**src/rtl/lce_probe_capture.sv**
```systemverilog
// Trigger/capture buffer for LCE probe words: selectable channel, masked-compare trigger,
// circular pre-trigger history, post-trigger capture and oldest-first valid/ready drain.
module lce_probe_capture #(
    parameter int N_CH    = 4,
    parameter int PROBE_W = 32,
    parameter int DEPTH   = 16,
    localparam int AW     = $clog2(DEPTH),
    localparam int CW     = (N_CH > 1) ? $clog2(N_CH) : 1
) (
    input  logic                    clk_i,
    input  logic                    rst_i,
    input  logic [N_CH*PROBE_W-1:0] probes_i,
    input  logic [CW-1:0]           ch_sel_i,
    input  logic                    mode_i,
    input  logic                    arm_i,
    input  logic [PROBE_W-1:0]      trig_mask_i,
    input  logic [PROBE_W-1:0]      trig_value_i,
    input  logic [AW-1:0]           post_cnt_i,
    output logic [PROBE_W-1:0]      rd_data_o,
    output logic                    rd_valid_o,
    input  logic                    rd_ready_i,
    output logic [1:0]              state_o,
    output logic [AW:0]             level_o,
    output logic                    wrap_o,
    output logic                    alarm_o
);

    typedef enum logic [1:0] {
        IDLE    = 2'd0,
        ARMED   = 2'd1,
        CAPTURE = 2'd2,
        DONE    = 2'd3
    } state_t;

    localparam logic [AW:0] LVL_FULL = (AW+1)'(DEPTH);

    state_t             state_q, state_d;
    logic [AW:0]        level_q, level_d;
    logic [AW-1:0]      wr_ptr_q, wr_ptr_d;
    logic [AW-1:0]      rd_ptr_q, rd_ptr_d;
    logic [AW-1:0]      remaining_q, remaining_d;
    logic               wrap_q, wrap_d;
    logic [CW-1:0]      ch_sel_q, ch_sel_d;
    logic               mode_q, mode_d;
    logic [PROBE_W-1:0] mask_q, mask_d;
    logic [PROBE_W-1:0] value_q, value_d;
    logic [AW-1:0]      post_q, post_d;

    logic [PROBE_W-1:0] mem [DEPTH];
    logic [PROBE_W-1:0] ch_words [N_CH];
    logic [PROBE_W-1:0] sample;
    logic               match;
    logic               mem_we;
    logic               rd_valid;

    always_comb begin
        for (int unsigned c = 0; c < N_CH; c++) begin
            ch_words[c] = probes_i[c*PROBE_W +: PROBE_W];
        end
    end

    assign sample   = ch_words[ch_sel_q];
    assign match    = ((sample ^ value_q) & mask_q) == '0;
    assign rd_valid = (state_q == DONE) && (level_q != '0);

    always_comb begin
        state_d     = state_q;
        level_d     = level_q;
        wr_ptr_d    = wr_ptr_q;
        rd_ptr_d    = rd_ptr_q;
        remaining_d = remaining_q;
        wrap_d      = wrap_q;
        ch_sel_d    = ch_sel_q;
        mode_d      = mode_q;
        mask_d      = mask_q;
        value_d     = value_q;
        post_d      = post_q;
        mem_we      = 1'b0;

        if (arm_i) begin
            ch_sel_d    = ch_sel_i;
            mode_d      = mode_i;
            mask_d      = trig_mask_i;
            value_d     = trig_value_i;
            post_d      = post_cnt_i;
            level_d     = '0;
            wr_ptr_d    = '0;
            rd_ptr_d    = '0;
            remaining_d = '0;
            wrap_d      = 1'b0;
            state_d     = ARMED;
        end else begin
            case (state_q)
                ARMED, CAPTURE: begin
                    mem_we   = 1'b1;
                    wr_ptr_d = wr_ptr_q + 1'b1;
                    // Full buffer: the write slot is the oldest entry, so the read side advances too.
                    if (level_q == LVL_FULL) begin
                        rd_ptr_d = rd_ptr_q + 1'b1;
                        if (state_q == ARMED) begin
                            wrap_d = 1'b1;
                        end
                    end else begin
                        level_d = level_q + 1'b1;
                    end
                    if (state_q == ARMED) begin
                        if (match) begin
                            if (post_q == '0) begin
                                state_d = DONE;
                            end else begin
                                state_d     = CAPTURE;
                                remaining_d = post_q;
                            end
                        end
                    end else begin
                        remaining_d = remaining_q - 1'b1;
                        if (remaining_q == AW'(1)) begin
                            state_d = DONE;
                        end
                    end
                end
                DONE: begin
                    if (rd_valid && rd_ready_i) begin
                        rd_ptr_d = rd_ptr_q + 1'b1;
                        level_d  = level_q - 1'b1;
                        if (level_q == (AW+1)'(1)) begin
                            if (mode_q) begin
                                state_d  = ARMED;
                                wr_ptr_d = '0;
                                rd_ptr_d = '0;
                                wrap_d   = 1'b0;
                            end else begin
                                state_d = IDLE;
                            end
                        end
                    end
                end
                default: ;
            endcase
        end
    end

    always_ff @(posedge clk_i or posedge rst_i) begin
        if (rst_i) begin
            state_q     <= IDLE;
            level_q     <= '0;
            wr_ptr_q    <= '0;
            rd_ptr_q    <= '0;
            remaining_q <= '0;
            wrap_q      <= 1'b0;
            ch_sel_q    <= '0;
            mode_q      <= 1'b0;
            mask_q      <= '0;
            value_q     <= '0;
            post_q      <= '0;
        end else begin
            state_q     <= state_d;
            level_q     <= level_d;
            wr_ptr_q    <= wr_ptr_d;
            rd_ptr_q    <= rd_ptr_d;
            remaining_q <= remaining_d;
            wrap_q      <= wrap_d;
            ch_sel_q    <= ch_sel_d;
            mode_q      <= mode_d;
            mask_q      <= mask_d;
            value_q     <= value_d;
            post_q      <= post_d;
        end
    end

    always_ff @(posedge clk_i) begin
        if (mem_we) begin
            mem[wr_ptr_q] <= sample;
        end
    end

    assign rd_valid_o = rd_valid;
    assign rd_data_o  = rd_valid ? mem[rd_ptr_q] : '0;
    assign state_o    = state_q;
    assign level_o    = level_q;
    assign wrap_o     = wrap_q;
    assign alarm_o    = (state_q == DONE);

endmodule

```
**config.mk**
```make
export PLATFORM = sky130hd
export DESIGN_NAME = lce_probe_capture
export DESIGN_NICKNAME = d
export VERILOG_FILES = /design/src/rtl/lce_probe_capture.sv
export SDC_FILE = /design/constraint.sdc
export NUM_CORES = 1
export LEC_CHECK = 0
export BUFFER_PORTS_ARGS = -buffer_cell sky130_fd_sc_hd__buf_2
export CORE_UTILIZATION = 50
export DETAILED_ROUTE_END_ITERATION = 16
export GPL_ROUTABILITY_DRIVEN = 0
export PLACE_DENSITY = 0.72
export SYNTH_ARGS = -nofsm -noshare
export SYNTH_HDL_FRONTEND = slang
export SYNTH_SLANG_ARGS = --single-unit
```
**constraint.sdc**
```tcl
create_clock -name clk_i -period 3 [get_ports clk_i]
set_input_delay 0.6 -clock clk_i [delete_from_list [all_inputs] [get_ports clk_i]]
set_output_delay 0.6 -clock clk_i [all_outputs]
set_load 0.05 [all_outputs]
```
==> flow_summary.toml <==
[timing]
slew_headroom_pct = 4.064
final_min_period_over_clock_period_pct = 115.5
fmaxAchievable_mhz = 288.7
fin_skew_ns = 0.01872
timing.setup.tns_ns = -12.88
timing.final.crit_period_ns = 3.464
report.final.setup_viol = 35
setup_slack_after_layout_ns = -0.4643
unrepaired_setup_endpoints_after_global_routing = "true"
final_max_slew_viol_count = 0
worst_pin_slew_ns = 1.399
timing.final.hold_violations = 0

[cts]
root_buffer = "clkbuf_16"
cts_hold_repair.buffers = 0
htreeDepth = 2
clk-insertion-delay-late_ns = 0.62
tritoncts = "yes"
clock_path_buffers = 3
cts_buffers = 56
cts.clk_slew.worst_paths_ns = 0.07
clkSinkCount = 603

[route]
drt.antenna.violating_nets = 0
final_wirelength_mm = 66.84
vias = 14601
drt_iter0_drc = 1247
drt_drc_violations_left = 0
vias_per_cell = 5.928
firstDrtPassIters = 5
routed_wire_length_per_instance_um = 27.14

[grt]
grt_start_max_net_pins = 60
grt_first_pass_wirelength_mm = 97.69
total_congestion_overflow_after_global_routing = 0
number_of_antenna_violations_at_the_first_check_in_global_routing = 1
grt_use_total_pct = 25.70
first_global_vias = 15208

[logic_synthesis]
sequential_area_share_after_synthesis_pct = 68.74
ys_types = 55
gate_count_of_the_mapped_netlist = 1337
synthFlopType = "edfxtp_1"
synth_enable_flop_cells = 512
synth.ff_latch_count = 603
async_reset_ff_share_pct = 15.09
avgSynthCellArea_sq_um = 19.21
synth.net_count = 1552
ys_warn_count = 0
syn_area_sq_mm = 0.02568

[setup_path]
crit-reg2reg-launch = "ch_sel_q[1]$_DFFE_PP0P_"
element_type_at_the_critical_path_start = "flip-flop"
critPathArrivalTime_ns = 2.86
r2r.worst_path.cells = 10
crit_type = "flip-flop to primary output"
crit_start = "rd_ptr_q[0]$_DFFE_PP0P_"
timing.critical_path.fanout_max = 7
rrSetupSlack_ns = -0.07
required_ns = 2.40
worstSetupEndpointType = "primary output"

[placed_design]
place.port_buffers = 244
place.detailed.instances = 2333
hpwlAfterDp_mm = 40.85
dpl_worst_slack_ns = -0.3116

[floorplan]
floorplan.io_pins = 245
dieArea_sq_mm = 0.05227
core_sq_mm = 0.05038
floorplan.die.height_um = 228.6
placement_rows = 82
starting_density_of_the_core_pct = 50.97
die_w_um = 228.6

[pwr]
switching_share_of_total_power_pct = 30.41
pwr-share-clk_pct = 27.5
p_per_area_mw_per_mm2 = 803.3
comb_power_share_pct = 32.8
p_leak_nw = 11.36
net-switching-power_mw = 7.791
intPower_mw = 17.83
seqPwrFrac_pct = 39.7
ir_drop_mv = 0.4635

[layout]
layout.nets = 1964
drive_above_1_share_pct = 47.68
final_cell_count_no_fill = 2463
final_layout_fill_cell_count = 3331
final_core_utilization_pct = 63.31
diodes = 0
synthToLayoutAreaGrowth_pct = 24.19

[status]
violations_in_the_final_reports = "negative setup slack"
outcome = "finished with violations"

[worst_hold_path]
worstHoldPathType = "input port to asynchronous set/reset pin"

[flow_run]
max_cap_viol_count = 0
==> synth_stat cells (5+ instances only) <==
library cell | count | area (sq um)
nand2b_1 | 8 | 50.05
nor2_1 | 17 | 63.81
nand2_1 | 26 | 97.59
a21oi_1 | 14 | 70.07
a32oi_1 | 9 | 78.83
buf_1 | 17 | 63.81
edfxtp_1 | 512 | 15370
a22oi_1 | 8 | 60.06
dfrtp_1 | 91 | 2277
nand3_1 | 28 | 140.1
a31oi_1 | 6 | 37.54
clkbuf_1 | 45 | 168.9
and2_1 | 52 | 325.3
inv_1 | 16 | 60.06
mux2_2 | 69 | 777.0
mux4_2 | 162 | 3649
o21ai_0 | 15 | 75.07
nand3b_1 | 11 | 82.58
nor3_1 | 5 | 25.02
xnor2_1 | 45 | 394.1
ha_1 | 12 | 150.1
mux2i_1 | 106 | 1061
nor2b_1 | 8 | 50.05
==> area by class of cell <==
class | instances | area [sq um] | share of cell area [%]
Clock buffer | 67 | 1473 | 4.618
Clock inverter | 33 | 337.8 | 1.059
Sequential cell | 603 | 17670 | 55.41
Tap cell | 672 | 840.8 | 2.637
Inverter | 17 | 66.31 | 0.2079
Multi-Input combinational cell | 646 | 8049 | 25.24
Timing Repair Buffer | 425 | 3455 | 10.83
==> power by group through the flow <==
stage / clock network [mW] / logic (mW) / registers (mW)
CTS: 7.16 / 8.23 / 10.2
floorplan: 0 / 4.82 / 10.4
global placement: 0 / 7.30 / 10.3
global route: 7.46 / 8.84 / 10.2
detailed placement: 0 / 7.42 / 10.4
finish: 7.06 / 8.39 / 10.2
==> placed cells by master, fill, tap and decap left out, types with 13 or more instances in the layout <==
cell,synthesis,final
a21oi_1,14,14
buf_4,4,116
buf_6,4,35
mux2i_2,4,18
clkbuf_16,0,58
mux4_2,162,162
edfxtp_1,512,512
dfrtp_1,91,83
nand3_1,28,27
buf_2,1,215
xnor2_1,45,40
mux2i_1,106,84
mux2_2,69,69
o21ai_0,15,14
buf_12,0,39
nor2_1,17,17
buf_8,0,17
clkinv_2,0,13
and2_4,0,27
nand2_1,26,26
inv_1,16,15
and2_2,0,21
==> metrics by stage <==
stage	hold slack (ns)	instance area [sq um]	power, mW
6_report	0.04183	31890	25.62
5_1_grt	0.08689	31890	26.51
4_1_cts	0.04376	31650	25.57
3_5_place_dp	0.5068	29080	17.77
3_3_place_gp	0.4993	29080	17.62
2_1_floorplan	0.4811	25710	15.17
==> worst max-delay path, cell delays in order, from the launching register on <==
cell and delay (ns):
dfrtp_4 0.49, buf_12 0.15, buf_12 0.15, buf_8 0.13
mux4_2 0.47, mux4_2 0.54, and2_4 0.17, buf_8 0.14
==> routing by layer <==
metal  GRT usage, %  vias to the layer above  part of all wire [%]  wire, um
li1               -                     6244                     -         -
met1          33.20                     7610                    39     26050
met2          44.61                      638                    52     34550
met3          3.044                      109                   6.0      4034
met4          9.941                        0                   3.3      2208
met5              0                        -                     0         0
==> flip-flops by register name, summed over array words and instances, names as in the netlist <==
name and count:
ch_sel_q 2, mask_q 32, mem 512, level_o 5, remaining_q 4, value_q 32, mode_q 1, wrap_o 1
wr_ptr_q 4, post_q 4, rd_ptr_q 4, state_o 2
==> path summary, 6_finish.rpt <==
kind                                                end
worst min register to register       wrap_o$_DFFE_PP0P_
worst min-delay path            value_q[27]$_DFFE_PP0P_
min in group clk_i                mask_q[3]$_DFFE_PP0P_
max in group asynchronous       ch_sel_q[1]$_DFFE_PP0P_
worst max-delay path                      rd_data_o[31]
worst max register to register   state_o[1]$_DFFE_PP0P_
==> what timing repair did <==
action	4_1_cts	5_1_grt
gates cloned	3	3
setup buffers	20	7
endpoints found under the setup margin	39	38
resized for setup	148	37
pin swaps	28	10
==> logic make-up after synthesis <==
group | synth area share, %
mux | 21.68
compound gates | 2.100
flops | 68.74
simple gates | 3.786
xor+xnor | 1.637
buf+inv | 1.467
fa+ha+maj | 0.5847
Note: power is estimated with default switching activity, not from simulation.
